## src/rtl/pbl_input_conditioner_if.sv

```systemverilog
`default_nettype none
// ============================================================================
// Module      : pbl_input_conditioner_if
// Description : Raw switch/button inputs and committed outputs for two users.
// Revision    : 1.0 - initial release
// ============================================================================
interface pbl_input_conditioner_if;
    logic [3:0] HH0_RAW;
    logic [1:0] B0_RAW;
    logic [3:0] HH1_RAW;
    logic [1:0] B1_RAW;
    logic [3:0] HH0;
    logic [1:0] B0;
    logic [3:0] HH1;
    logic [1:0] B1;
    logic       REQ0;
    logic       REQ1;
    logic [1:0] SETTLING;

    modport master (
        output HH0_RAW, B0_RAW, HH1_RAW, B1_RAW,
        input  HH0, B0, HH1, B1, REQ0, REQ1, SETTLING
    );

    modport slave (
        input  HH0_RAW, B0_RAW, HH1_RAW, B1_RAW,
        output HH0, B0, HH1, B1, REQ0, REQ1, SETTLING
    );
endinterface
`default_nettype wire

```

## src/rtl/pbl_input_conditioner.sv

```systemverilog
`default_nettype none
// ============================================================================
// Module      : pbl_input_conditioner
// Description : Two-flop sync plus per-user debounce; commits stable words.
// Revision    : 1.0 - initial release
// ============================================================================
module pbl_input_conditioner #(
    parameter int DEBOUNCE_CYCLES = 16,
    parameter int CNT_W           = 8
) (
    input  logic                   CLK,
    input  logic                   RST,
    pbl_input_conditioner_if.slave io
);

    if ((DEBOUNCE_CYCLES < 2) || (DEBOUNCE_CYCLES > 255)) begin : g_bad_cycles
        $error("DEBOUNCE_CYCLES must lie in 2..255");
    end
    if ((2 ** CNT_W) <= DEBOUNCE_CYCLES) begin : g_bad_cnt_w
        $error("CNT_W too narrow for DEBOUNCE_CYCLES");
    end

    localparam logic             c_IDLE     = 1'b0;
    localparam logic             c_SETTLE   = 1'b1;
    localparam logic [CNT_W-1:0] c_CNT_ONE  = CNT_W'(1);
    localparam logic [CNT_W-1:0] c_CNT_LAST = CNT_W'(DEBOUNCE_CYCLES - 1);

    logic [1:0][5:0] w_raw;
    logic [1:0][5:0] r_sync1;
    logic [1:0][5:0] r_sync2;
    logic [1:0][5:0] w_commit;
    logic [1:0]      w_req;
    logic [1:0]      w_settling;

    assign w_raw[0] = {io.HH0_RAW, io.B0_RAW};
    assign w_raw[1] = {io.HH1_RAW, io.B1_RAW};

    always_ff @(posedge CLK) begin
        if (RST) begin
            r_sync1 <= '0;
            r_sync2 <= '0;
        end else begin
            r_sync1 <= w_raw;
            r_sync2 <= r_sync1;
        end
    end

    for (genvar u = 0; u < 2; u++) begin : g_user
        logic             r_state;
        logic             w_state_nxt;
        logic [5:0]       r_commit;
        logic [5:0]       w_commit_nxt;
        logic [5:0]       r_snap;
        logic [5:0]       w_snap_nxt;
        logic [CNT_W-1:0] r_cnt;
        logic [CNT_W-1:0] w_cnt_nxt;
        logic             r_req;
        logic             w_req_nxt;
        logic             w_settle_out;
        logic [5:0]       w_word;

        assign w_word = r_sync2[u];

        always_ff @(posedge CLK) begin
            if (RST) begin
                r_state  <= c_IDLE;
                r_commit <= '0;
                r_snap   <= '0;
                r_cnt    <= '0;
                r_req    <= 1'b0;
            end else begin
                r_state  <= w_state_nxt;
                r_commit <= w_commit_nxt;
                r_snap   <= w_snap_nxt;
                r_cnt    <= w_cnt_nxt;
                r_req    <= w_req_nxt;
            end
        end

        always_comb begin
            w_state_nxt  = r_state;
            w_commit_nxt = r_commit;
            w_snap_nxt   = r_snap;
            w_cnt_nxt    = r_cnt;
            w_req_nxt    = 1'b0;
            case (r_state)
                c_IDLE: begin
                    if (w_word != r_commit) begin
                        w_state_nxt = c_SETTLE;
                        w_snap_nxt  = w_word;
                        w_cnt_nxt   = c_CNT_ONE;
                    end
                end
                c_SETTLE: begin
                    if (w_word == r_snap) begin
                        if (r_cnt == c_CNT_LAST) begin
                            w_commit_nxt = r_snap;
                            w_req_nxt    = 1'b1;
                            w_state_nxt  = c_IDLE;
                            w_cnt_nxt    = '0;
                        end else begin
                            w_cnt_nxt = r_cnt + c_CNT_ONE;
                        end
                    end else if (w_word == r_commit) begin
                        // Bounced back to the committed value: abandon quietly
                        w_state_nxt = c_IDLE;
                        w_cnt_nxt   = '0;
                    end else begin
                        w_snap_nxt = w_word;
                        w_cnt_nxt  = c_CNT_ONE;
                    end
                end
                default: w_state_nxt = c_IDLE;
            endcase
        end

        always_comb begin
            w_settle_out = (r_state == c_SETTLE);
        end

        assign w_commit[u]   = r_commit;
        assign w_req[u]      = r_req;
        assign w_settling[u] = w_settle_out;
    end

    assign io.HH0      = w_commit[0][5:2];
    assign io.B0       = w_commit[0][1:0];
    assign io.HH1      = w_commit[1][5:2];
    assign io.B1       = w_commit[1][1:0];
    assign io.REQ0     = w_req[0];
    assign io.REQ1     = w_req[1];
    assign io.SETTLING = w_settling;

endmodule
`default_nettype wire

```

## src/flat_wrapper.sv

```systemverilog
// flat-port wrapper written by rule: the top's interface ports become plain ports
module pbl_input_conditioner_flat 
#(
    parameter int DEBOUNCE_CYCLES = 16,
    parameter int CNT_W           = 8
)
  (CLK, RST, io_HH0_RAW, io_B0_RAW, io_HH1_RAW, io_B1_RAW, io_HH0, io_B0, io_HH1, io_B1, io_REQ0, io_REQ1, io_SETTLING);
  pbl_input_conditioner_if io_i ();
  input  logic CLK;
  input  logic RST;
  input wire logic [$bits(io_i.HH0_RAW)-1:0] io_HH0_RAW;
  input wire logic [$bits(io_i.B0_RAW)-1:0] io_B0_RAW;
  input wire logic [$bits(io_i.HH1_RAW)-1:0] io_HH1_RAW;
  input wire logic [$bits(io_i.B1_RAW)-1:0] io_B1_RAW;
  output wire logic [$bits(io_i.HH0)-1:0] io_HH0;
  output wire logic [$bits(io_i.B0)-1:0] io_B0;
  output wire logic [$bits(io_i.HH1)-1:0] io_HH1;
  output wire logic [$bits(io_i.B1)-1:0] io_B1;
  output wire logic [$bits(io_i.REQ0)-1:0] io_REQ0;
  output wire logic [$bits(io_i.REQ1)-1:0] io_REQ1;
  output wire logic [$bits(io_i.SETTLING)-1:0] io_SETTLING;
  assign io_i.HH0_RAW = io_HH0_RAW;
  assign io_i.B0_RAW = io_B0_RAW;
  assign io_i.HH1_RAW = io_HH1_RAW;
  assign io_i.B1_RAW = io_B1_RAW;
  assign io_HH0 = io_i.HH0;
  assign io_B0 = io_i.B0;
  assign io_HH1 = io_i.HH1;
  assign io_B1 = io_i.B1;
  assign io_REQ0 = io_i.REQ0;
  assign io_REQ1 = io_i.REQ1;
  assign io_SETTLING = io_i.SETTLING;
  pbl_input_conditioner #(.DEBOUNCE_CYCLES(DEBOUNCE_CYCLES), .CNT_W(CNT_W)) u_core (.CLK(CLK), .RST(RST), .io(io_i));
endmodule
```

## config.mk

```make
export PLATFORM = sky130hd
export DESIGN_NAME = pbl_input_conditioner_flat
export DESIGN_NICKNAME = d
export VERILOG_FILES = /design/src/rtl/pbl_input_conditioner_if.sv /design/src/rtl/pbl_input_conditioner.sv /design/src/flat_wrapper.sv
export SDC_FILE = /design/constraint.sdc
export NUM_CORES = 1
export LEC_CHECK = 0
export ABC_CLOCK_PERIOD_IN_PS = 1850
export CORE_UTILIZATION = 52
export CTS_BUF_LIST = sky130_fd_sc_hd__clkbuf_8
export DETAILED_ROUTE_END_ITERATION = 10
export PLACE_DENSITY = 0.79
export SYNTH_ARGS = -nofsm -noshare
export SYNTH_HDL_FRONTEND = slang
export SYNTH_SLANG_ARGS = --single-unit
```

## constraint.sdc

```tcl
create_clock -name CLK -period 1.85 [get_ports CLK]
set_input_delay 0.185 -clock CLK [delete_from_list [all_inputs] [get_ports CLK]]
set_output_delay 0.185 -clock CLK [all_outputs]
set_load 0.01 [all_outputs]
```

# Yosys cells after proc, flatten, opt, wreduce, memory -nomap -nowiden

Cells that the tools add are included.

Bits in registers: 68
Output and inout port bits: 16
Logic and storage cells: 70
Input port bits: 14

Multiplexer cells: 30
Reduce and logical (&&, ||, !) cells: 6
Add/sub/neg operators: 2
Bitwise operators: 4
Equality and inequality tests: 14

Operators with widths:

| kind                                                                    | count |
|---|---|
| 8-bit two-way mux                                                       | 6 |
| 6-bit two-way mux                                                       | 6 |
| 8-bit one-hot mux with 2 select lines                                   | 2 |
| 6-bit equality test                                                     | 4 |
| 6-bit one-hot mux with 2 select lines                                   | 2 |
| 8-bit by 1-bit adder with 8-bit output, second input constant           | 2 |
| 8-bit by 4-bit equality test with 1-bit output, second input constant   | 2 |
| 1-bit two-way mux                                                       | 12 |
| 6-bit inequality test                                                   | 2 |
| 3-bit AND reduction                                                     | 4 |
| 2-bit inequality test, second input constant                            | 4 |
| 3-bit OR reduction                                                      | 2 |
| 2-bit by 1-bit inequality test with 1-bit output, second input constant | 2 |
| 1-bit inverter                                                          | 4 |
| 1-bit one-hot mux with 2 select lines                                   | 2 |

# Depth between registers and ports, before layout

Depth in word-level cells: 4
Gate-level depth with buffers: 7
Mapped depth without buffers: 6

# Worst setup path after synthesis

OpenSTA, ideal clock, no wires.

Kind: register to register
Start point: register u_core.g_user[1].r_cnt[5]
End point: register u_core.g_user[1].r_commit[1]
Period minus slack after synthesis: 1.832 ns
Buffers on the path: 0
Library setup time: 0.128 ns
Stages on the path, launching flop included: 6
Required time: 1.722 ns
Slack: 0.018 ns
Arrival time: 1.705 ns
Cell sequence: dfxtp_1 -> or3_4 -> or3_4 -> nor3_4 -> mux2i_1 -> nor2_1

Longest elaborated chain between the ends: 2

RTL lines:

| item                                           | RTL line                    | source |
|---|---|---|
| from (decl)                                    | pbl_input_conditioner.sv:55 | `logic [CNT_W-1:0] r_cnt;` |
| from (signal assigned)                         | pbl_input_conditioner.sv:75 | `r_cnt <= w_cnt_nxt;` |
| 8-bit by 4-bit equality test with 1-bit output | pbl_input_conditioner.sv:96 | `if (r_cnt == c_CNT_LAST) begin` |
| 3-bit AND reduction (no source line)           | --                          |  |
| to (signal assigned)                           | pbl_input_conditioner.sv:73 | `r_commit <= w_commit_nxt;` |
| to (decl)                                      | pbl_input_conditioner.sv:51 | `logic [5:0] r_commit;` |

No other way between the ends.
A chain may end at the register's enable or synchronous reset.

# Worst setup path in the final report

Start point: register u_core.r_sync2 (netlist bit u_core.g_user[1].w_word[1])
End point: register u_core.g_user[1].r_cnt[7]

Longest elaborated chain between the ends: 3
Elaborated cells on any way between the ends: 5
Those cells by class: eq/ne (3); mux (2)

RTL lines:

| item                                  | RTL line                    | source |
|---|---|---|
| from (decl)                           | pbl_input_conditioner.sv:30 | `logic [1:0][5:0] r_sync2;` |
| from (signal assigned)                | pbl_input_conditioner.sv:44 | `r_sync2 <= r_sync1;` |
| 6-bit equality test                   | pbl_input_conditioner.sv:95 | `if (w_word == r_snap) begin` |
| 8-bit two-way mux                     | pbl_input_conditioner.sv:95 |  |
| 8-bit one-hot mux with 2 select lines | pbl_input_conditioner.sv:86 | `case (r_state)` |

Several ways; a longest one is shown, not always the timed one.

==> metrics.md <==
| Metric | Value |
|---|---|
| Share of cells above drive strength 1 | 16.1% |
| Fin. max-slew vios | 0 |
| Clk sinks | 68 |
| Comb pwr share | 10.6% |
| Crit Path Max Fanout | 12 |
| Final setup vio count | 0 |
| Ports | 30 |
| Status | finished, final reports clean |
| Vias in the first global route | 2,173 |
| Die ar. | 0.00569 sq mm |
| Slew @ Worst Pin | 412 ps |
| DP HPWL | 4000 microns |
| Seq/Total Area, Yosys | 48.5% |
| CTS tree | yes |
| FF-to-FF setup slack | 80 ps |
| Die W | 75.4 microns |
| Average wire per standard cell | 13.4 microns |
| Worst Reg-to-Reg Cells | 6 |
| WS Path Type | reg2reg |
| VDD IR max | 559 uV |
| Max Freq | 566 MHz |
| CP max stage delay | 400 ps |
| Final Util | 69.2% |
| First-pass GRT wire length | 9630 microns |
| FF-to-FF End | u_core.g_user[1].r_cnt[7] |
| Antenna violation net count after detailed routing | 0 |
| Slew HR | 72.4% |
| Nature of the critical path endpoint | flip-flop |
| LEAKAGE | 1.27 nW |
| Psw | 0.719 mW |
| Hold Path Sink | u_core.r_sync1[2] |
| Syn_area_per_cell | 9.17 sq um |
| Crit start category | flip-flop |
| Fin crit period | 1770 ps |
| Via count | 2,328 |
| Syn_nets | 322 |
| Pin count of the biggest net entering global routing | 21 |
| Hold depth | 2 |
| Sequential power share | 50.8% |
| Hold_sp | RST |
| DRC Markers | 0 |
| Synth Cell Area | 0.00281 sq mm |
| Cell row count | 26 |
| Final cell count without fillers | 431 |
| Initial antenna violation count | 0 |
| Reg clk slew, reported paths | 70 ps |
| Bufs and invs on worst path | 1 |
| Required time of the worst setup path | 2140 ps |
| WP data arrival | 2050 ps |
| Share of the synthesized area in the top cell type | 48.5% |
| Final wirelength | 5780 microns |
| Synth cell types | 35 |
| Clock buffer count from CTS | 9 |
| TritonRoute pass-1 iters | 4 |
| Yosys warns | 0 |
| Skew-Pair Late Insertion Delay | 350 ps |
| Die Span Y | 75.4 microns |
| Clk_skew | 5.83 ps |
| Fin crit share | 95.5% |
| H-Tree Depth | 3 |
| Nets | 374 |
| Placer Congestion | 0.831 |
| Diodes inserted | 0 |
| Hold Path Class | in2reg |
| Power Density | 859 mW/mm^2 |
| Clock Path Buffers | 2 |
| Post-route cell area | 0.00356 sq mm |
| Placed cells | 417 |
| P_int | 2.34 mW |
| Fill cells | 422 |
| FF/Latch Area | 0.00136 sq mm |
| Starting Density | 54.6% |
| Fin. Hold Viols | 0 |
| Multi-input gate area in the final layout | 0.00139 sq mm |
| Synth area leader | dfxtp_1 |
| Clock power frac | 38.7% |
| Reg2reg start | u_core.g_user[1].w_word[1] |
| Root Driver | clkbuf_8 |
| Synth-to-layout area growth | 26.9% |
| Net Sw Frac | 23.5% |
| Grt total ovfl | 0 |
| Delay-heaviest family, CP | simple AND/OR/NAND/NOR gates |
| CP max stage cell | dfxtp_1 |
| CP Cell Sequence | xnor2_1 -> nand4_1 -> or2_2 -> buf_4 -> nor4_2 -> a221o_1 |
| Vias per std cell | 5.40 |
| Number of synthesized register bits | 68 |
| Core outline area | 0.00514 sq mm |
| Port-buffer cells | 29 |
| Design Power | 3.06 mW |
| First DRT Iteration DRCs | 145 |
| RSZ-0062 raised after global routing | true |
| Area contributors post-synth | dfxtp_1 49%, xnor2_1 7.5%, nor2b_1 5.4%, nand3_1 4.6%, mux2i_1 4.3% |
| Dpl cell area | 0.00335 sq mm |
| Post-synthesis cell count | 306 |
| Max-cap check violation count | 0 |
| GR Util All Layers | 23.0% |
## layer usage
metal,share of wire [%],GRT usage [%]
met4,1.6,10.3
met1,49,29.2
met3,4.9,7.80
met2,45,35.6
met5,0,0
## timing repair
action / in CTS / in global routing
buffers inserted: 0 / 0
endpoints found under the hold margin: 0 / 0
endpoints found under the setup margin: 0 / 14
hold buffers: 0 / 0
gates resized for setup: 0 / 5
## stage by stage
step / setup WS [ps] / hold WS (ps) / TNS (ps)
CTS: 18.4 / 177 / 0
global placement: 77.8 / 418 / 0
detailed placement: 23.2 / 420 / 0
floorplan: 17.7 / 313 / 0
global route: -0.294 / 199 / -0.294
finish: 84.0 / 202 / 0
## flip-flops by register name, summed over array words and instances (netlist names)
name                    flops
u_core.g_user.r_state       2
u_core.r_sync1             12
u_core.g_user.r_snap       12
u_core.g_user.r_commit     12
u_core.g_user.w_word       12
u_core.io.REQ0              1
u_core.io.REQ1              1
u_core.g_user.r_cnt        16
## logic make-up after synthesis
| logic type | after synthesis | synth area share [%] |
|---|---|---|
| compound gates | 56 | 11.6 |
| xor+xnor | 24 | 7.49 |
| fa+ha+maj | 2 | 0.892 |
| buf+inv | 17 | 2.54 |
| flops | 68 | 48.5 |
| mux | 12 | 4.28 |
| simple gates | 127 | 24.6 |
## synthesized netlist by cell type, drive strengths merged
| master | count |
|---|---|
| nor3b | 1 |
| clkbuf | 14 |
| or4 | 1 |
| o21bai | 1 |
| ha | 2 |
| nor2b | 24 |
| nor4 | 2 |
| o31a | 1 |
| or2 | 5 |
| a221o | 1 |
| and3 | 1 |
| or3 | 6 |
| dfxtp | 68 |
| nor2 | 22 |
| a211oi | 1 |
| a21oi | 17 |
| nand3 | 26 |
| buf | 3 |
| o21a | 2 |
| nand4 | 4 |
| mux2i | 12 |
| a2111oi | 2 |
| a31oi | 6 |
| nand2b | 1 |
| nand3b | 3 |
| o21ai | 20 |
| nor3 | 13 |
| a21o | 2 |
| a22oi | 3 |
| nand2 | 18 |
| xnor2 | 24 |
## layout make-up
type,count,share of cell area [%]
well taps,70,2.46
clock buffers,11,4.25
clock inverters,3,1.09
multi-input cells,221,39.1
repair buffers,58,14.8
flip-flops and latches,68,38.3
## layout by cell type (no fill, tap or decap), drive strengths merged, types with 4 or more instances in the layout
master / n
nor2b: 24
mux2i: 12
xnor2: 24
clkdlybuf4s50: 28
nand2: 18
nand4: 4
a21oi: 17
nor3: 13
clkbuf: 11
buf: 30
nor2: 22
nand3: 26
a31oi: 6
dfxtp: 68
o21ai: 20
or3: 6
or2: 5
## power groups by stage
stage	Sequential [mW]	Clock, mW	Combinational [mW]
global route	1.56	1.27	0.355
floorplan	1.57	0	0.196
global placement	1.58	0	0.313
CTS	1.55	1.21	0.319
detailed placement	1.58	0	0.317
finish	1.55	1.18	0.323
## how the worst max path moves through the flow
stage	startpoint	endpoint	cells after the start
after detailed placement	u_core.g_user[1].r_cnt[7]	u_core.g_user[1].r_commit[2]	6
after CTS	u_core.g_user[1].r_cnt[7]	u_core.g_user[1].r_commit[2]	6
after global placement	u_core.g_user[0].r_cnt[6]	u_core.g_user[0].r_commit[2]	6
after floorplan	u_core.g_user[1].r_cnt[5]	u_core.g_user[1].r_commit[1]	5
after global routing	u_core.g_user[1].r_cnt[7]	u_core.g_user[1].r_commit[3]	6
final	u_core.g_user[1].w_word[1]	u_core.g_user[1].r_cnt[7]	6
No activity file was read; power rests on OpenSTA's default activity.
